File: config.mk
export PLATFORM = sky130hd
export DESIGN_NAME = hazard_ctrl
export DESIGN_NICKNAME = d
export VERILOG_FILES = /design/src/rtl/hazard_ctrl_pkg.sv /design/src/rtl/sat_counter.sv /design/src/rtl/hazard_ctrl.sv
export SDC_FILE = /design/constraint.sdc
export NUM_CORES = 1
export LEC_CHECK = 0
export CAP_MARGIN = 20
export CORE_ASPECT_RATIO = 1.25
export CORE_MARGIN = 2
export CORE_UTILIZATION = 44
export DETAILED_ROUTE_END_ITERATION = 12
export PLACE_DENSITY = 0.76
export SYNTH_ARGS = -nofsm -noshare
export SYNTH_HDL_FRONTEND = slang
export SYNTH_SLANG_ARGS = --single-unit
export TNS_END_PERCENT = 30
File: constraint.sdc
create_clock -name clk_i -period 2.3 [get_ports clk_i]
set_clock_uncertainty 0.15 [all_clocks]
set_input_delay 0.575 -clock clk_i [delete_from_list [all_inputs] [get_ports clk_i]]
set_output_delay 0.575 -clock clk_i [all_outputs]
set_load 0.1 [all_outputs]
File: src/rtl/hazard_ctrl_pkg.sv
// rtl/hazard_ctrl_pkg.sv - shared pipeline defines for hazard control
package hazard_ctrl_pkg;

    typedef enum logic [1:0] {
        ST_RUN      = 2'd0,
        ST_MEM_WAIT = 2'd1,
        ST_FAULT    = 2'd2
    } hz_state_e;

    localparam int TIMEOUT_DEF = 255;
    localparam int CNT_W_DEF   = 16;

    // x0 is hardwired zero, so a load targeting it never creates a dependency
    function automatic logic load_use_hit(
        input logic       memread,
        input logic [4:0] rd,
        input logic [4:0] rs1,
        input logic [4:0] rs2
    );
        return memread && (rd != 5'd0) && ((rd == rs1) || (rd == rs2));
    endfunction

endpackage

File: src/rtl/sat_counter.sv
// rtl/sat_counter.sv - saturating event counter
module sat_counter #(
    parameter int W = 16
) (
    input  logic         clk_i,
    input  logic         rst_i,
    input  logic         inc_i,
    output logic [W-1:0] cnt_o
);

    always_ff @(posedge clk_i) begin
        if (rst_i) begin
            cnt_o <= '0;
        end else if (inc_i && (cnt_o != {W{1'b1}})) begin
            cnt_o <= cnt_o + W'(1);
        end
    end

endmodule

File: src/rtl/hazard_ctrl.sv
// rtl/hazard_ctrl.sv - pipeline stall/flush control with memory-timeout fault
module hazard_ctrl
    import hazard_ctrl_pkg::*;
#(
    parameter int TIMEOUT = TIMEOUT_DEF,
    parameter int CNT_W   = CNT_W_DEF
) (
    input  logic             clk_i,
    input  logic             rst_i,
    input  logic             idex_memread_i,
    input  logic [4:0]       idex_rd_i,
    input  logic [4:0]       ifid_rs1_i,
    input  logic [4:0]       ifid_rs2_i,
    input  logic             branch_taken_i,
    input  logic             dmem_req_i,
    input  logic             dmem_ready_i,
    output logic             pc_write_o,
    output logic             ifid_stall_o,
    output logic             ifid_flush_o,
    output logic             idex_bubble_o,
    output logic             pipe_freeze_o,
    output logic             fault_o,
    output logic [CNT_W-1:0] stall_cnt_o,
    output logic [CNT_W-1:0] flush_cnt_o
);

    localparam logic [7:0] TIMEOUT_W = 8'(TIMEOUT);

    hz_state_e  state, state_next;
    logic [7:0] wait_cnt;
    logic       mem_stall;
    logic       load_use;

    assign mem_stall = dmem_req_i && !dmem_ready_i && (state != ST_FAULT);
    assign load_use  = load_use_hit(idex_memread_i, idex_rd_i, ifid_rs1_i, ifid_rs2_i);
    assign fault_o   = (state == ST_FAULT);

    always_ff @(posedge clk_i) begin
        if (rst_i) begin
            state    <= ST_RUN;
            wait_cnt <= 8'd0;
        end else begin
            state <= state_next;
            if (state == ST_RUN && state_next == ST_MEM_WAIT) begin
                wait_cnt <= 8'd0;
            end else if (state == ST_MEM_WAIT) begin
                wait_cnt <= wait_cnt + 8'd1;
            end
        end
    end

    always_comb begin
        state_next = state;
        case (state)
            ST_RUN:      if (mem_stall) state_next = ST_MEM_WAIT;
            ST_MEM_WAIT: begin
                if (dmem_ready_i) begin
                    state_next = ST_RUN;
                end else if (wait_cnt == TIMEOUT_W) begin
                    state_next = ST_FAULT;
                end
            end
            ST_FAULT:    state_next = ST_FAULT;
            default:     state_next = ST_RUN;
        endcase
    end

    // Priority: reset drain > fault > memory stall > load-use > branch
    always_comb begin
        pc_write_o    = 1'b1;
        ifid_stall_o  = 1'b0;
        ifid_flush_o  = 1'b0;
        idex_bubble_o = 1'b0;
        pipe_freeze_o = 1'b0;
        if (rst_i) begin
            pc_write_o    = 1'b0;
            ifid_flush_o  = 1'b1;
            idex_bubble_o = 1'b1;
        end else if (state == ST_FAULT) begin
            pc_write_o    = 1'b0;
            ifid_stall_o  = 1'b1;
            pipe_freeze_o = 1'b1;
        end else if (mem_stall) begin
            pc_write_o    = 1'b0;
            ifid_stall_o  = 1'b1;
            pipe_freeze_o = 1'b1;
        end else if (load_use) begin
            pc_write_o    = 1'b0;
            ifid_stall_o  = 1'b1;
            idex_bubble_o = 1'b1;
        end else if (branch_taken_i) begin
            ifid_flush_o  = 1'b1;
        end
    end

    sat_counter #(.W(CNT_W)) u_stall_cnt (
        .clk_i (clk_i),
        .rst_i (rst_i),
        .inc_i (!pc_write_o && (state != ST_FAULT)),
        .cnt_o (stall_cnt_o)
    );

    sat_counter #(.W(CNT_W)) u_flush_cnt (
        .clk_i (clk_i),
        .rst_i (rst_i),
        .inc_i (ifid_flush_o && !rst_i),
        .cnt_o (flush_cnt_o)
    );

endmodule

==> results.sh <==
export IMPL_fmax_ghz=0.3839
export IMPL_rows=29
export IMPL_grt_pass1_wl_um=9025
export IMPL_synth_nets=281
export IMPL_r2r_slack_ns=-0.02
export IMPL_core_area_sq_um=5007
export IMPL_synthDistinctLibCells=43
export IMPL_routedWlPerCell_um=13.38
export IMPL_r2r_start="u_stall_cnt.cnt_o[7]"
export IMPL_rsz0062_at_grt="yes"
export IMPL_antenna_left=0
export IMPL_fin_nets=370
export IMPL_port_buffers=58
export IMPL_regArea_sq_um=889.6
export IMPL_crit_chain="buf_6 -> buf_6 -> xor2_1 -> nor2_1 -> a22oi_2 -> buf_4 -> nor2_1 -> a21o_2 -> buf_12"
export IMPL_viasPerCell=5.289
export IMPL_num_antenna_cells=0
export IMPL_fin_area_sq_um=3512
export IMPL_globalRouteTotalUtil=0.1999
export IMPL_cp_num_cells=9
export IMPL_status="finished, violations left"
export IMPL_dp_hpwl_um=3939
export IMPL_violations="negative setup slack"
export IMPL_slew_headroom=0.6700
export IMPL_path_max_fanout=3
export IMPL_worst_ep_required_time_ns=1.57
export IMPL_reg2reg_to="u_stall_cnt.cnt_o[11]"
export IMPL_antenna_found_initial=0
export IMPL_start_util=0.4498
export IMPL_wl_um=5472
export IMPL_post_route_period_util=1.133
export IMPL_cts_tree="built"
export IMPL_ys_flop_type="dfxtp_1"
export IMPL_fill_cells=371
export IMPL_cpPeakStageDelay_ns=0.29
export IMPL_synth_edf_count=0
export IMPL_worstSetupPathType="in2out"
export IMPL_finalPower_mw=1.632
export IMPL_fp_dieArea_sq_um=5710
export IMPL_drive_gt1_frac=0.4467
export IMPL_syn_to_final_growth_pct=55.94
export IMPL_worst_ir_drop_vdd_mv=0.3134
export IMPL_cts_buffer_depth=2
export IMPL_critPathLaunch="idex_rd_i[1]"
export IMPL_clk_pin_slew_ns=0.07
export IMPL_synth_seq_area_share=0.3733
export IMPL_path_delay_family="buffers and inverters"
export IMPL_whs_ns=0.3125
export IMPL_multiInputGateArea_sq_um=1543
export IMPL_crit_buf_inv=4
export IMPL_grt_pass1_vias=2089
export IMPL_overflow=0
export IMPL_crit_path_end_kind="output port"
export IMPL_postSynthAreaPerCell_sq_um=8.763
export IMPL_final_core_util=0.7014
export IMPL_insertion_delay_ns=0.29
export IMPL_grt_max_degree=20
export IMPL_startpoint_type="input port"
export IMPL_numCtsBuffers=5
export IMPL_synth_warnings=0
export IMPL_min_period_ns=2.605
export IMPL_critPathCapture="idex_bubble_o"
export IMPL_arrival_ns=1.88
export IMPL_cts_htree_levels=2
export IMPL_root_buffer="clkbuf_8"
export IMPL_powerDensity_nw_per_um2=464.6
export IMPL_die_x_um=67.99
export IMPL_worst_slew_pin_slew_ns=0.4950
export IMPL_r2r_cells=7
export IMPL_cts_sinks=42
export IMPL_hold_path_class="reg2reg"
export IMPL_power_leakage_nw=1.363
export IMPL_globalplace_congestion=0.8237
export IMPL_drtIter0Drc=57
export IMPL_async_flop_share=0
export IMPL_synth_cells=257
export IMPL_num_io_pins=59
export IMPL_num_vias=2163
export IMPL_dpl_instance_area_sq_um=3219
export IMPL_syn_area_sq_um=2252
export IMPL_chipHeight_um=83.99
export IMPL_fin_ws_ns=-0.3048
export IMPL_slowest_stage="a22oi_2"
export IMPL_ys_ff_latch=42
export IMPL_setup_viol=16
export IMPL_drv_cap=0
export IMPL_dr_pass1_iters=4
export IMPL_drc_errors=0
export IMPL_drv_slew=0
export IMPL_final_hold_violation_count=0
[worst min path at each step]
| stage | from | endpoint | depth (start not counted) |
|---|---|---|---|
| final | u_flush_cnt.cnt_o[4] | u_flush_cnt.cnt_o[4] | 1 |
| after global routing | u_flush_cnt.cnt_o[4] | u_flush_cnt.cnt_o[4] | 1 |
| after CTS | u_flush_cnt.cnt_o[4] | u_flush_cnt.cnt_o[4] | 1 |
| after detailed placement | u_flush_cnt.cnt_o[4] | u_flush_cnt.cnt_o[4] | 1 |
| after global placement | u_flush_cnt.cnt_o[4] | u_flush_cnt.cnt_o[4] | 1 |
| after floorplan | wait_cnt[7] | wait_cnt[7] | 2 |
[registers in the layout, summed over array words and instances, names as in the netlist]
register           cells
u_stall_cnt.cnt_o     16
u_flush_cnt.cnt_o     16
state                  2
wait_cnt               8
[routing by layer]
layer / GRT usage / vias to the layer above / wire [um]
li1: - / 1076 / -
met1: 0.2282 / 1033 / 2215
met2: 0.3548 / 46 / 2957
met3: 0.05128 / 8 / 230
met4: 0.05455 / 0 / 70
met5: 0 / - / 0
[synth_stat cells (all sizes together), types with 2 or more instances]
| cell | count | area [sq um] |
|---|---|---|
| and4 | 5 | 43.79 |
| and3 | 7 | 43.79 |
| mux2 | 2 | 22.52 |
| mux2i | 4 | 40.04 |
| or2 | 2 | 12.51 |
| nor2 | 39 | 146.4 |
| nor4 | 6 | 77.58 |
| nand3 | 15 | 75.07 |
| a21o | 3 | 22.52 |
| a21oi | 11 | 55.05 |
| ha | 3 | 37.54 |
| nand4 | 9 | 56.30 |
| nand3b | 2 | 15.01 |
| xnor2 | 13 | 113.9 |
| dfxtp | 42 | 840.8 |
| or4 | 4 | 33.78 |
| nor3 | 7 | 46.30 |
| inv | 5 | 18.77 |
| nor2b | 6 | 37.54 |
| o21ai | 8 | 85.08 |
| o31ai | 3 | 22.52 |
| nand2 | 19 | 78.82 |
| xor2 | 21 | 183.9 |
| nand2b | 4 | 25.02 |
| or3 | 2 | 12.51 |
| buf | 3 | 20.01 |
| clkbuf | 4 | 15.01 |
[worst reg2reg max path: stages, from the launching register on]
cell and delay [ns]:
dfxtp_1 0.34, and4_1 0.22, and3_1 0.23, nand4_1 0.10
o31a_1 0.44, nand2_4 0.13, or4_4 0.53, a21oi_2 0.12
[cells in the final DEF (no fill, tap or decap), types with 3 or more instances in the layout]
cell type / n
nor2b_1: 5
mux2i_1: 4
clkbuf_2: 4
o21ai_4: 4
a21oi_1: 8
buf_12: 12
nand2b_1: 3
clkbuf_8: 5
buf_4: 48
and3_1: 6
dfxtp_1: 23
nor2_1: 36
nor4_4: 4
dfxtp_2: 9
dlygate4sd2_1: 4
nand4_1: 9
or4_4: 3
clkdlybuf4s15_1: 4
buf_2: 3
xor2_1: 19
nand3_1: 10
nand2_1: 18
buf_6: 11
nor3_2: 3
nand3_2: 4
xnor2_1: 13
o21ai_0: 4
and4_1: 4
dfxtp_4: 10
[final cells by class]
| cell class | instances | area share |
|---|---|---|
| flip-flops and latches | 42 | 0.2533 |
| multi-input cells | 203 | 0.4393 |
| well taps | 62 | 0.02209 |
| clock inverters | 1 | 0.001781 |
| repair buffers | 89 | 0.2476 |
| clock buffers | 7 | 0.02779 |
| inverters | 5 | 0.008194 |
[metrics by stage]
| stage | instances | setup slack [ns] | TNS (ns) |
|---|---|---|---|
| after global placement | 392 | -0.6761 | -19.16 |
| after CTS | 406 | -0.3295 | -1.253 |
| after floorplan | 257 | -0.4190 | -6.693 |
| final | 409 | -0.3048 | -1.932 |
| after detailed placement | 392 | -0.6962 | -20.33 |
| after global routing | 409 | -0.3912 | -3.524 |
[power breakdown]
part,switching [mW],total (mW),leakage (nW),internal (mW)
registers,0.0122,0.738,0.352,0.726
clock network,0.255,0.537,0.0539,0.281
logic,0.212,0.357,0.958,0.144
total,0.480,1.63,1.36,1.15
[logic make-up after synthesis]
group	after synthesis	share of synthesized area
AND/OR/NAND/NOR	129	0.3189
flip-flops	42	0.3733
XOR/XNOR	34	0.1322
AO/OA/AOI/OAI	31	0.1072
buffers and inverters	12	0.02388
multiplexers	6	0.02778
adder cells (fa/ha/maj)	3	0.01667
[what timing repair did]
| item | CTS | global route |
|---|---|---|
| buffers inserted | 7 | 4 |
| hold buffers | 0 | 0 |
| resized for setup | 53 | 33 |
| setup endpoints to repair | 37 | 24 |
| endpoints found under the hold margin | 0 | 0 |
| pin swaps | 30 | 24 |
No activity file was read; power rests on OpenSTA's default activity.
